## src/rtl/popcount_pkg.sv

```systemverilog
// Shared helpers and encodings for the pipelined popcount engine.
// Stage count and count width derive from the word width.
package popcount_pkg;

  localparam logic POP_MODE_WORD = 1'b0;
  localparam logic POP_MODE_ACC  = 1'b1;

  function automatic int clog2(input int value);
    int result;
    result = 0;
    for (int i = 0; i < 31; i++) begin
      if ((1 << i) < value) result = i + 1;
    end
    return result;
  endfunction

  function automatic int POP_STAGES(input int width);
    return clog2(width);
  endfunction

  function automatic int POP_CW(input int width);
    return clog2(width) + 1;
  endfunction

endpackage

```

## src/rtl/adder_nbit_cout.sv

```systemverilog
// N-bit unsigned adder with carry out; the leaf cell of the popcount tree.
module adder_nbit_cout #(
  parameter int N = 1
) (
  input  logic [N-1:0] a,
  input  logic [N-1:0] b,
  output logic [N-1:0] sum,
  output logic         cout
);

  assign {cout, sum} = {1'b0, a} + {1'b0, b};

endmodule

```

## src/rtl/popcount_tree_level.sv

```systemverilog
// One adder-tree level: pairwise adds of GROUPS partial sums of IN_W bits,
// registered together with the valid/mode/last sideband under a shared enable.
module popcount_tree_level
  import popcount_pkg::*;
#(
  parameter int GROUPS = 2,
  parameter int IN_W   = 1
) (
  input  logic                               clk,
  input  logic                               rst,
  input  logic                               en,
  input  logic                               in_valid,
  input  logic                               in_mode,
  input  logic                               in_last,
  input  logic [GROUPS*IN_W-1:0]             in_sums,
  output logic                               out_valid,
  output logic                               out_mode,
  output logic                               out_last,
  output logic [(GROUPS/2)*(IN_W+1)-1:0]     out_sums
);

  localparam int OUT_W = IN_W + 1;
  localparam int PAIRS = GROUPS / 2;

  logic [PAIRS*OUT_W-1:0] sum_w;
  logic [PAIRS*OUT_W-1:0] sums_d, sums_q;
  logic                   valid_d, valid_q;
  logic                   mode_d, mode_q;
  logic                   last_d, last_q;

  for (genvar g = 0; g < PAIRS; g++) begin : g_add
    adder_nbit_cout #(.N(IN_W)) u_add (
      .a    (in_sums[2*g*IN_W +: IN_W]),
      .b    (in_sums[(2*g+1)*IN_W +: IN_W]),
      .sum  (sum_w[g*OUT_W +: IN_W]),
      .cout (sum_w[g*OUT_W + IN_W])
    );
  end

  // Bubbles shift like beats, so the whole level moves or holds as one.
  always_comb begin
    sums_d  = sums_q;
    valid_d = valid_q;
    mode_d  = mode_q;
    last_d  = last_q;
    if (en) begin
      sums_d  = sum_w;
      valid_d = in_valid;
      mode_d  = in_mode;
      last_d  = in_last;
    end
  end

  always_ff @(posedge clk or posedge rst) begin
    if (rst) begin
      sums_q  <= '0;
      valid_q <= 1'b0;
      mode_q  <= POP_MODE_WORD;
      last_q  <= 1'b0;
    end else begin
      sums_q  <= sums_d;
      valid_q <= valid_d;
      mode_q  <= mode_d;
      last_q  <= last_d;
    end
  end

  assign out_sums  = sums_q;
  assign out_valid = valid_q;
  assign out_mode  = mode_q;
  assign out_last  = last_q;

endmodule

```

## src/rtl/popcount_pipe.sv

```systemverilog
// Streaming popcount: log2(WIDTH) registered adder-tree levels followed by an
// output/accumulator stage that either emits per-word counts or saturating frame sums.
module popcount_pipe
  import popcount_pkg::*;
#(
  parameter int WIDTH     = 16,
  parameter int ACC_WIDTH = 16
) (
  input  logic                 clk,
  input  logic                 rst,
  input  logic                 in_valid,
  output logic                 in_ready,
  input  logic [WIDTH-1:0]     in_data,
  input  logic                 in_mode,
  input  logic                 in_last,
  output logic                 out_valid,
  input  logic                 out_ready,
  output logic [ACC_WIDTH-1:0] out_count,
  output logic                 out_sat
);

  localparam int L  = POP_STAGES(WIDTH);
  localparam int CW = POP_CW(WIDTH);

  logic                 adv;
  logic                 out_valid_d, out_valid_q;
  logic [ACC_WIDTH-1:0] out_count_d, out_count_q;
  logic                 out_sat_d, out_sat_q;
  logic [ACC_WIDTH-1:0] acc_d, acc_q;
  logic                 sticky_d, sticky_q;

  // A single advance enable freezes every stage while a result waits.
  assign adv      = !out_valid_q || out_ready;
  assign in_ready = adv;

  for (genvar k = 1; k <= L; k++) begin : g_lvl
    logic [(WIDTH>>k)*(k+1)-1:0] sums;
    logic                        v;
    logic                        m;
    logic                        l;
    if (k == 1) begin : g_src
      popcount_tree_level #(.GROUPS(WIDTH), .IN_W(1)) u_level (
        .clk       (clk),
        .rst       (rst),
        .en        (adv),
        .in_valid  (in_valid),
        .in_mode   (in_mode),
        .in_last   (in_last),
        .in_sums   (in_data),
        .out_valid (v),
        .out_mode  (m),
        .out_last  (l),
        .out_sums  (sums)
      );
    end else begin : g_src
      popcount_tree_level #(.GROUPS(WIDTH >> (k-1)), .IN_W(k)) u_level (
        .clk       (clk),
        .rst       (rst),
        .en        (adv),
        .in_valid  (g_lvl[k-1].v),
        .in_mode   (g_lvl[k-1].m),
        .in_last   (g_lvl[k-1].l),
        .in_sums   (g_lvl[k-1].sums),
        .out_valid (v),
        .out_mode  (m),
        .out_last  (l),
        .out_sums  (sums)
      );
    end
  end

  logic [CW-1:0]        fin_count;
  logic                 fin_valid;
  logic                 fin_mode;
  logic                 fin_last;
  logic [ACC_WIDTH-1:0] cnt_ext;
  logic [ACC_WIDTH:0]   acc_sum;
  logic [ACC_WIDTH-1:0] acc_clamped;
  logic                 acc_ovf;

  assign fin_count   = g_lvl[L].sums;
  assign fin_valid   = g_lvl[L].v;
  assign fin_mode    = g_lvl[L].m;
  assign fin_last    = g_lvl[L].l;
  assign cnt_ext     = ACC_WIDTH'(fin_count);
  assign acc_sum     = {1'b0, acc_q} + {1'b0, cnt_ext};
  assign acc_ovf     = acc_sum[ACC_WIDTH];
  assign acc_clamped = acc_ovf ? '1 : acc_sum[ACC_WIDTH-1:0];

  // Word beats bypass the accumulator; only a last frame beat emits and clears it.
  always_comb begin
    out_valid_d = out_valid_q;
    out_count_d = out_count_q;
    out_sat_d   = out_sat_q;
    acc_d       = acc_q;
    sticky_d    = sticky_q;
    if (adv) begin
      out_valid_d = 1'b0;
      if (fin_valid) begin
        if (fin_mode == POP_MODE_WORD) begin
          out_valid_d = 1'b1;
          out_count_d = cnt_ext;
          out_sat_d   = 1'b0;
        end else if (fin_last) begin
          out_valid_d = 1'b1;
          out_count_d = acc_clamped;
          out_sat_d   = sticky_q | acc_ovf;
          acc_d       = '0;
          sticky_d    = 1'b0;
        end else begin
          acc_d       = acc_clamped;
          sticky_d    = sticky_q | acc_ovf;
        end
      end
    end
  end

  always_ff @(posedge clk or posedge rst) begin
    if (rst) begin
      out_valid_q <= 1'b0;
      out_count_q <= '0;
      out_sat_q   <= 1'b0;
      acc_q       <= '0;
      sticky_q    <= 1'b0;
    end else begin
      out_valid_q <= out_valid_d;
      out_count_q <= out_count_d;
      out_sat_q   <= out_sat_d;
      acc_q       <= acc_d;
      sticky_q    <= sticky_d;
    end
  end

  assign out_valid = out_valid_q;
  assign out_count = out_count_q;
  assign out_sat   = out_sat_q;

endmodule

```

## config.mk

```make
export PLATFORM = sky130hd
export DESIGN_NAME = popcount_pipe
export DESIGN_NICKNAME = d
export VERILOG_FILES = /design/src/rtl/popcount_pkg.sv /design/src/rtl/adder_nbit_cout.sv /design/src/rtl/popcount_tree_level.sv /design/src/rtl/popcount_pipe.sv
export SDC_FILE = /design/constraint.sdc
export NUM_CORES = 1
export LEC_CHECK = 0
export BUFFER_PORTS_ARGS = -buffer_cell sky130_fd_sc_hd__buf_2
export CAP_MARGIN = 20
export CORE_ASPECT_RATIO = 0.7
export CORE_UTILIZATION = 59
export DETAILED_ROUTE_END_ITERATION = 8
export PLACE_DENSITY = 0.79
export SKIP_CTS_REPAIR_TIMING = 1
export SLEW_MARGIN = 20
export SYNTH_ARGS = -nofsm -noshare
export SYNTH_HDL_FRONTEND = slang
export SYNTH_SLANG_ARGS = --single-unit
```

## constraint.sdc

```tcl
create_clock -name clk -period 3.4 [get_ports clk]
set_input_delay 0.17 -clock clk [delete_from_list [all_inputs] [get_ports clk]]
set_output_delay 0.17 -clock clk [all_outputs]
set_load 0.03 [all_outputs]
```

==> reports/metrics.csv, run 1 <==
metric,value,unit
seq_area,0.002202,sq mm
comb_power_share,40.8,%
wl_met3,419,um
wl_per_cell,13.91,um
power.net_switching,1586,uW
wl_met1,4255,um
run_status,"complete, no violations",
ys_seq_area_share,49.49,%
critPathMaxStageDelay,0.44,ns
worstPathCellList,ha_1 -> fa_1 -> a211oi_1 -> o21ba_2 -> nor2_2 -> nand2_1 -> o21ai_0 -> a22o_1,
grt_usage,23.66,%
worst_hold_slack,0.01352,ns
wl,8512,um
core_area,0.007287,sq mm
post-synth-top-area-fraction,49.49,%
final.fill_count,591,
tritoncts,built,
max_clock_freq,0.4098,GHz
avgViaCountPerCell,5.453,
distinct_cells_synth,44,
synth.avg_cell_area,9.406,sq um
floorplan.die_area,0.007898,sq mm
power_frac_seq,42.0,%
synth_enable_flop_cells,0,
grt_start_max_net_pins,67,
multi_input_comb_area,0.002115,sq mm
areaGrowthSynthToFinish,10.49,%
post_synth_inst_count,473,
routed-via-count,3337,
postSynthRegisterBits,88,
final.min_clock_period,2.440,ns
power_report.internal_total,2282,uW
initial_utilization,61.06,%
ys_dominant_reg_cell,sky130_fd_sc_hd__dfrtp_1,
cts_h_tree_depth,3,
relSlewSlack,40.03,%
synthesis.nets,530,
crit_family,compound AO/OA/AOI/OAI gates,
finalWeightedCongestion,0.8692,
num_rows,26,
cts-root-to-sink-buffers,2,
global_route_wire_length_before_repair,14440,um
drive_gt1_share,14.40,%
max-vdd-ir-drop,0.0003295,V
detail_route.iter0.violations,216,
final.period_utilization,71.78,%
insertion_delay,0.36,ns
floorplan.io_pins,41,
crit_path_end_kind,flop,
final-hold-violation-count,0,
floorplan.die.height,74.66,um
numPortBuffers,40,
cp_slowest_cell,sky130_fd_sc_hd__fa_1,
route.detailed.drc,0,
worst-setup-path-type,flop to flop,
clock_sink_total,88,
worstPathArrival,2.69,ns
pwr-share-clk,17.2,%
final_hpwl_from_detailed_placement,5959,um
max-cap-violations,0,
synth.most_common_cell,sky130_fd_sc_hd__nand2_1,
worst-endpoint-required,3.65,ns
hold_path.startpoint,in_mode,
synth_common_cells,"sky130_fd_sc_hd__nand2_1 (159), sky130_fd_sc_hd__dfrtp_1 (88), sky130_fd_sc_hd__a21oi_1 (34), sky130_fd_sc_hd__ha_1 (27)",
leakagePower,0.002604,uW
dieWidth,105.8,um
grt-ovfl-total,0,
firstDrtPassIters,5,
rsz_0062_raised_after_global_routing,false,
vias_in_the_first_global_route,3084,
synth_top_cells_by_area,"sky130_fd_sc_hd__dfrtp_1 (49%), sky130_fd_sc_hd__nand2_1 (13%), sky130_fd_sc_hd__ha_1 (7.6%)",
ys.warnings.count,0,
final-setup-viol-count,0,
worstPathMaxFanout,6,
async_flop_share,100.0,%
critical_path_buf_inv_count,0,
p_per_area,786.8,mW/mm^2
hp-class,primary input to flop,
cts-buffers-inserted,9,
clockRootBuffer,sky130_fd_sc_hd__clkbuf_8,
reg2reg_from,acc_q[0],
antenna_cells_inserted,0,
synth_area_leader_cell,sky130_fd_sc_hd__dfrtp_1,
worstSetupStartpointType,flop,
wl_met2,3720,um
finish.net_count,567,
report.final.slew_viol_count,0,
maxUsedRoutingLayer,met4,
sw_frac_of_total,41.00,%
max_slew.worst_pin.slew,0.8995,ns
fin_worst_skew,0.007352,ns
antenna_found_initial,0,
critical_path.startpoint,acc_q[0],
antenna_violating_nets_post_route,0,
clk_transition_reported_paths,0.08,ns
mappedNetlistArea,0.004449,sq mm
setup_total_negative_slack,0,ns
## layout by cell type, fill, tap and decap left out, types with 5 or more instances in the layout
| cell type | synthesis | layout |
|---|---|---|
| sky130_fd_sc_hd__buf_2 | 0 | 40 |
| sky130_fd_sc_hd__a21oi_1 | 34 | 34 |
| sky130_fd_sc_hd__dfrtp_1 | 88 | 88 |
| sky130_fd_sc_hd__fa_1 | 8 | 8 |
| sky130_fd_sc_hd__clkbuf_8 | 0 | 11 |
| sky130_fd_sc_hd__a21o_1 | 11 | 11 |
| sky130_fd_sc_hd__nand2_1 | 159 | 159 |
| sky130_fd_sc_hd__nor2_1 | 17 | 17 |
| sky130_fd_sc_hd__xor2_1 | 12 | 12 |
| sky130_fd_sc_hd__ha_1 | 27 | 27 |
| sky130_fd_sc_hd__inv_1 | 13 | 12 |
| sky130_fd_sc_hd__o21ai_1 | 14 | 14 |
| sky130_fd_sc_hd__o21ai_0 | 13 | 13 |
| sky130_fd_sc_hd__a22o_1 | 5 | 5 |
## per-stage QoR
stage | setup slack, ns | instances | area (sq um) | total power (uW) | util (%)
floorplan | 0.9514 | 473 | 4449 | 2822 | -
detailed placement | 0.9943 | 595 | 4723 | 3222 | 64.82
global placement | 1.117 | 595 | 4723 | 3135 | 64.82
finish | 0.9595 | 612 | 4916 | 3868 | 67.46
global route | 0.8195 | 612 | 4916 | 4192 | 67.46
CTS | 0.9623 | 610 | 4896 | 3888 | 67.19
## cell families after synthesis
| kind of cell | share of synthesized area (%) |
|---|---|
| AND/OR/NAND/NOR | 19.21 |
| AO/OA/AOI/OAI | 14.31 |
| flip-flops | 49.49 |
| adder cells (fa/ha/maj) | 11.19 |
| buffers and inverters | 3.037 |
| XOR/XNOR | 2.756 |
## state kept, by name, indices dropped and copies added, names as in the netlist
name	flops
acc_q	16
out_valid	1
sticky_q	1
g_lvl.g_src.u_level.out_last	4
g_lvl.g_src.u_level.out_valid	4
g_lvl.g_src.u_level.out_sums	41
out_count	16
out_sat	1
g_lvl.g_src.u_level.out_mode	4
## path summary, 6_finish.rpt
check / to / slack (ns) / cells after the start
min in group asynchronous: acc_q[8] / 0.30 / 3
max in group asynchronous: acc_q[6] / 2.23 / 4
worst max register to register: out_count[7] / 0.96 / 8
worst min register to register: out_sat / 0.46 / 2
worst max-delay path: out_count[7] / 0.96 / 8
worst min-delay path: g_lvl[1].g_src.u_level.out_mode / 0.01 / 3
## metal layers
metal  up-vias  global-route usage (%)
li1       1658                       -
met1      1585                   33.81
met2        83                   36.60
met3        11                   5.022
met4         0                   8.333
met5         -                       0
## worst register-to-register path, cell delays in order (launching register included)
cell                       delay (ns)
sky130_fd_sc_hd__dfrtp_1         0.40
sky130_fd_sc_hd__ha_1            0.24
sky130_fd_sc_hd__fa_1            0.44
sky130_fd_sc_hd__a211oi_1        0.37
sky130_fd_sc_hd__o21ba_2         0.28
sky130_fd_sc_hd__nor2_2          0.08
sky130_fd_sc_hd__nand2_1         0.19
sky130_fd_sc_hd__o21ai_0         0.12
sky130_fd_sc_hd__a22o_1          0.21
## cell type report
cell class	instances	share of cell area, %
Sequential cell	88	44.80
Inverter	14	1.094
Clock inverter	3	0.3563
Multi-Input combinational cell	351	43.01
Clock buffer	12	3.156
Timing Repair Buffer	46	5.090
Tap cell	98	2.494
## power by group through the flow
stage / combinational, uW / sequential [uW] / clock [uW]
after CTS: 1590 / 1620 / 678
after floorplan: 1180 / 1640 / 0
after global routing: 1810 / 1670 / 709
after global placement: 1510 / 1620 / 0
final: 1580 / 1620 / 664
after detailed placement: 1580 / 1640 / 0
Note: power is estimated with default switching activity, not from simulation.
==> inputs of run 2 (changes only) <==
==> constraint.sdc (replaced) <==
create_clock -name clk -period 2.5 [get_ports clk]
set_input_delay 0.125 -clock clk [delete_from_list [all_inputs] [get_ports clk]]
set_output_delay 0.125 -clock clk [all_outputs]
set_load 0.03 [all_outputs]
==> run 2 against run 1 <==
- non-clock buffer count up 8
- clock-buffer cell count down 2
- global-route usage up 0.83 points
- worst hold slack better by 0.045 ns
==> reports/metrics.csv, run 2 (same netlist as run 1, synthesis figures left out) <==
metric,value,unit,change
numPortBuffers,40,,unchanged
tritoncts,built,,
comb_power_share,41.9,%,+1.1 points
rsz_0062_raised_after_global_routing,false,,
crit_family,compound AO/OA/AOI/OAI gates,,
firstDrtPassIters,5,,unchanged
routed-via-count,3320,,-0.51%
reg2reg_from,acc_q[0],,
final_hpwl_from_detailed_placement,6034,um,+1.3%
areaGrowthSynthToFinish,12.68,%,
clockRootBuffer,sky130_fd_sc_hd__clkbuf_8,,
grt-ovfl-total,0,,unchanged
global_route_wire_length_before_repair,14680,um,+1.7%
grt_usage,24.48,%,+0.83 points
worstHoldPathCells,4,,+1
critPathMaxStageDelay,0.44,ns,about the same
power.net_switching,2201,uW,+39%
worst-path-stages,8,,unchanged
antenna_cells_inserted,0,,unchanged
hp-class,primary input to flop,,
route.detailed.drc,0,,unchanged
pwr-share-clk,16.1,%,-1.1 points
finalWorstSetupSlack,0.1755,ns,-0.7840 ns
finalCoreUtilization,68.80,%,+1.3 points
num_rows,26,,unchanged
run_status,"complete, no violations",,
p_per_area,1055,mW/mm^2,+34%
final-instance-count-excl-fill,620,,+1.3%
final.min_clock_period,2.324,ns,-0.1160 ns
leakagePower,0.002649,uW,+1.7%
worstPathMaxFanout,6,,unchanged
max_clock_freq,0.4302,GHz,+5.0%
floorplan.die.height,74.66,um,unchanged
core_area,0.007287,sq mm,unchanged
worst-endpoint-required,2.76,ns,-0.89 ns
report.final.slew_viol_count,0,,unchanged
finalWeightedCongestion,0.8698,,about the same
floorplan.io_pins,41,,unchanged
avgViaCountPerCell,5.355,,-1.8%
final.fill_count,587,,-0.68%
relSlewSlack,53.45,%,+13 points
worstPathArrival,2.58,ns,-0.11 ns
cts-root-to-sink-buffers,2,,unchanged
cp_slowest_cell,sky130_fd_sc_hd__fa_1,,
power_frac_seq,42.0,%,about the same
final-hold-violation-count,0,,unchanged
crit_path_end_kind,flop,,
worst-setup-path-type,flop to flop,,
dp_slack,0.1084,ns,-0.8858 ns
grt_start_max_net_pins,70,,+4.5%
wl,8876,um,+4.3%
sw_frac_of_total,41.61,%,+0.62 points
worstSetupStartpointType,flop,,
final_common_cell,sky130_fd_sc_hd__nand2_1,,
final-setup-viol-count,0,,unchanged
antenna_violating_nets_post_route,0,,unchanged
finish.net_count,575,,+1.4%
setup_total_negative_slack,0,ns,unchanged
clk_transition_reported_paths,0.09,ns,about the same
max-vdd-ir-drop,0.0005127,V,+56%
critical_path_buf_inv_count,0,,unchanged
antenna_found_initial,0,,unchanged
r2r_slack,0.18,ns,-0.78 ns
max-cap-violations,0,,unchanged
timing.hold.worst_endpoint,g_lvl[1].g_src.u_level.out_sums[10],,
cts-buffers-inserted,9,,unchanged
hold_path.startpoint,in_data[11],,
reg2reg_to,out_count[7],,
clock_sink_total,88,,unchanged
worstPathCellList,ha_1 -> fa_1 -> a211oi_2 -> o21ba_2 -> nor2_2 -> nand2_1 -> o21ai_0 -> a22o_1,,
final.period_utilization,92.98,%,+21 points
most-common-layout-cells,"sky130_fd_sc_hd__nand2_1 (159), sky130_fd_sc_hd__dfrtp_1 (88), sky130_fd_sc_hd__buf_2 (40)",,
initial_utilization,61.06,%,unchanged
wl_per_cell,14.32,um,+2.9%
detail_route.iter0.violations,179,,-17%
insertion_delay,0.36,ns,about the same
vias_in_the_first_global_route,3111,,+0.88%
post-place-cells,597,,+0.34%
ff2ff_path_depth,8,,unchanged
floorplan.die_area,0.007898,sq mm,unchanged
drive_gt1_share,15.52,%,+1.1 points
max_slew.worst_pin.slew,0.6976,ns,-0.2020 ns
max_ffs_per_register,41,,unchanged
cts_h_tree_depth,3,,unchanged
fin_worst_skew,0.007369,ns,+0.00001701 ns
power_report.internal_total,3088,uW,+35%
dieWidth,105.8,um,unchanged
[run 2: power by group through the flow]
stage	Sequential, uW	Clock [uW]	Combinational [uW]
finish	2220	852	2210
global route	2290	933	2530
CTS	2220	881	2200
detailed placement	2250	0	2180
global placement	2210	0	2070
floorplan	2240	0	1600
[run 2: area by class of cell]
| type | instances | area, sq um | share of cell area (%) |
|---|---|---|---|
| inverters | 14 | 53.80 | 1.073 |
| multi-input cells | 351 | 2120 | 42.28 |
| well taps | 98 | 122.6 | 2.446 |
| clock inverters | 5 | 35.03 | 0.6988 |
| flip-flops and latches | 88 | 2202 | 43.92 |
| repair buffers | 54 | 352.8 | 7.038 |
| clock buffers | 10 | 127.6 | 2.546 |
[run 2: tightest hold or removal path, delay by kind of cell]
| family | cells | cell delay, ns |
|---|---|---|
| adders and majority gates | 1 | 0.10 |
| and+or+nand+nor | 2 | 0.09 |
| buffers and inverters | 1 | 0.08 |
[run 2: how the worst max path moves through the flow]
stage                                       startpoint      endpoint  slack, ns
global placement    g_lvl[4].g_src.u_level.out_sums[0]  out_count[7]       0.22
CTS                                           acc_q[0]  out_count[7]        0.1
detailed placement                            acc_q[0]  out_count[7]       0.11
floorplan                                          rst      acc_q[0]        0.1
finish                                        acc_q[0]  out_count[7]       0.18
global route                                  acc_q[0]  out_count[7]       0.04
[run 2: routing by layer]
layer  up-vias  global-route usage (%)  share of wire, %  routed length (um)
met5         -                       0                 0                   0
met4         0                   6.019               1.2                 105
met3         9                   7.100               4.4                 390
met2        81                   37.55                45                4031
met1      1561                   34.97                49                4349
li1       1669                       -                 -                   -
[run 2: metrics by stage]
step | hold slack, ns | total power (uW) | area, sq um
floorplan | 0.2375 | 3838 | 4449
CTS | -0.2700 | 5298 | 4913
finish | 0.05866 | 5288 | 5014
global placement | 0.1144 | 4274 | 4751
detailed placement | 0.1289 | 4424 | 4751
global route | 0.06780 | 5745 | 5014
==> inputs of run 3 (changes only) <==
--- a/config.mk
+++ b/config.mk
@@ -8,9 +8,8 @@
 export BUFFER_PORTS_ARGS = -buffer_cell sky130_fd_sc_hd__buf_2
 export CAP_MARGIN = 20
 export CORE_ASPECT_RATIO = 0.7
-export CORE_UTILIZATION = 59
+export CORE_UTILIZATION = 43
 export DETAILED_ROUTE_END_ITERATION = 8
-export PLACE_DENSITY = 0.79
 export SKIP_CTS_REPAIR_TIMING = 1
 export SLEW_MARGIN = 20
 export SYNTH_ARGS = -nofsm -noshare
==> run 3 against run 2 <==
- clock power up 57%
- power up 7.7%
- largest cell class unchanged
- wire length down 1.4%
- first-iteration DRC count down 5.0%
- via count down 1.1%
- maximum frequency up 1.2%
- clock skew down 0.0027 ns
- the flow now finishes with violations (negative hold slack)
- register-to-register slack better by 0.03 ns
==> reports/metrics.csv, run 3 (same netlist as run 1, synthesis figures left out) <==
metric,value,unit,change
clock_sink_total,88,,unchanged
report.final.slew_viol_count,0,,unchanged
final_hpwl_from_detailed_placement,6044,um,+0.16%
cts_h_tree_depth,3,,unchanged
max-vdd-ir-drop,0.0005577,V,+8.8%
worstPathArrival,2.53,ns,-0.05 ns
numPortBuffers,40,,unchanged
clk_transition_reported_paths,0.06,ns,-0.03 ns
floorplan.io_pins,41,,unchanged
rsz_0062_raised_after_global_routing,false,,
design_power_total,5695,uW,+7.7%
wl_per_cell,13.50,um,-5.7%
grt-ovfl-total,0,,unchanged
run_status,finished with violations,,
final.min_clock_period,2.298,ns,-0.02676 ns
worst-setup-path-type,flop to flop,,
worst-endpoint-required,2.73,ns,-0.03 ns
floorplan.die.height,87.11,um,+17%
final-setup-viol-count,0,,unchanged
relSlewSlack,50.85,%,-2.6 points
tritoncts,built,,
p_per_area,1107,mW/mm^2,+5.0%
fin_worst_skew,0.004680,ns,-0.002689 ns
cp_slowest_cell,sky130_fd_sc_hd__fa_1,,
avgViaCountPerCell,5.068,,-5.4%
cts-buffers-inserted,9,,unchanged
worstSetupStartpointType,flop,,
num_rows,30,,+15%
dieWidth,123.6,um,+17%
clockRootBuffer,sky130_fd_sc_hd__clkbuf_16,,
areaGrowthSynthToFinish,15.58,%,
grt_start_max_net_pins,70,,unchanged
antenna_found_initial,0,,unchanged
final_common_cell,sky130_fd_sc_hd__nand2_1,,
insertion_delay,0.34,ns,-0.02 ns
leakagePower,0.002690,uW,+1.6%
setup_total_negative_slack,0,ns,unchanged
routed-via-count,3284,,-1.1%
global_route_wire_length_before_repair,15330,um,+4.4%
final-hold-violation-count,1,,+1
max_slew.worst_pin.slew,0.7349,ns,+0.03733 ns
final.fill_count,939,,+60%
initial_utilization,45.07,%,-16 points
antenna_violating_nets_post_route,0,,unchanged
max_ffs_per_register,41,,unchanged
most-common-layout-cells,"sky130_fd_sc_hd__nand2_1 (159), sky130_fd_sc_hd__dfrtp_1 (88), sky130_fd_sc_hd__buf_2 (40)",,
seq_area,0.002202,sq mm,unchanged
drive_gt1_share,15.58,%,+0.060 points
critPathMaxStageDelay,0.44,ns,about the same
worstPathMaxFanout,6,,unchanged
detail_route.iter0.violations,170,,-5.0%
violations,negative hold slack,,
max_clock_freq,0.4352,GHz,+1.2%
floorplan.die_area,0.01076,sq mm,+36%
core_area,0.009872,sq mm,+35%
vias_in_the_first_global_route,3144,,+1.1%
max-cap-violations,0,,unchanged
worstPathCellList,ha_1 -> fa_1 -> a211oi_2 -> o21ba_2 -> nor2_2 -> nand2_1 -> o21ai_0 -> a22o_1,,
worst_hold_slack,-0.02144,ns,-0.08010 ns
cts-root-to-sink-buffers,2,,unchanged
crit_path_end_kind,flop,,
wl,8750,um,-1.4%
multi_input_comb_area,0.002120,sq mm,unchanged
route.detailed.drc,0,,unchanged
final.period_utilization,91.91,%,-1.1 points
grt_usage,18.66,%,-5.8 points
finish.net_count,572,,-0.52%
finalWeightedCongestion,0.8863,,+1.9%
firstDrtPassIters,4,,-1
antenna_cells_inserted,0,,unchanged
hp-class,primary input to flop,,
-- run 3: cell types whose count changed in the layout (fill, tap and decap cells not counted) --
cell	before	now
sky130_fd_sc_hd__clkbuf_16	0	9
sky130_fd_sc_hd__clkbuf_8	9	4
sky130_fd_sc_hd__buf_12	3	1
sky130_fd_sc_hd__clkinv_2	3	1
sky130_fd_sc_hd__clkbuf_1	1	0
sky130_fd_sc_hd__clkinv_4	2	1
sky130_fd_sc_hd__clkinvlp_4	1	2
sky130_fd_sc_hd__dlygate4sd3_1	4	3
-- run 3: layout make-up --
| cell class | instances | area share [%] |
|---|---|---|
| Sequential cell | 88 | 42.82 |
| Multi-Input combinational cell | 351 | 41.22 |
| Timing Repair Buffer | 51 | 5.888 |
| Clock buffer | 13 | 5.450 |
| Tap cell | 128 | 3.114 |
| Inverter | 14 | 1.046 |
| Clock inverter | 3 | 0.4623 |
-- run 3: path summary, 6_finish.rpt --
kind / startpoint / endpoint / slack, ns / cells past startpoint
max in group asynchronous: rst / g_lvl[4].g_src.u_level.out_sums[1] / 1.38 / 4
setup / recovery: g_lvl[4].g_src.u_level.out_sums[0] / out_count[7] / 0.20 / 8
hold / removal: in_last / g_lvl[1].g_src.u_level.out_last / -0.02 / 3
hold reg to reg: out_count[5] / out_count[5] / 0.46 / 2
min in group asynchronous: rst / out_count[14] / 0.42 / 3
setup reg to reg: g_lvl[4].g_src.u_level.out_sums[0] / out_count[7] / 0.20 / 8
-- run 3: worst max-delay path: cells and delay by family (launching register included) --
kind | cells | cell delay (ns)
AND/OR/NAND/NOR | 2 | 0.27
AO/OA/AOI/OAI | 4 | 0.87
flip-flops | 1 | 0.40
adder cells (fa/ha/maj) | 2 | 0.65
-- run 3: layer usage --
metal | global-route usage (%) | wire length (um) | up-vias
li1 | - | - | 1664
met1 | 28.26 | 4738 | 1571
met2 | 26.06 | 3633 | 38
met3 | 4.188 | 255 | 11
met4 | 6.243 | 123 | 0
met5 | 0 | 0 | -
-- run 3: through the flow --
stage / cell area [sq um] / utilization (%) / hold slack, ns / setup slack (ns) / std cells
2_1_floorplan: 4449 / - / 0.2375 / 0.09645 / 473
3_3_place_gp: 4803 / 48.66 / 0.2625 / 0.1827 / 629
3_5_place_dp: 4803 / 48.66 / 0.2689 / 0.1154 / 629
4_1_cts: 5107 / 51.74 / -0.1002 / 0.1111 / 645
5_1_grt: 5142 / 52.09 / 0.02663 / 0.04275 / 648
6_report: 5142 / 52.09 / -0.02144 / 0.2023 / 648
-- run 3: where the power goes --
part,internal (uW),switching [uW]
combinational,856,1290
sequential,1870,340
clock,784,552
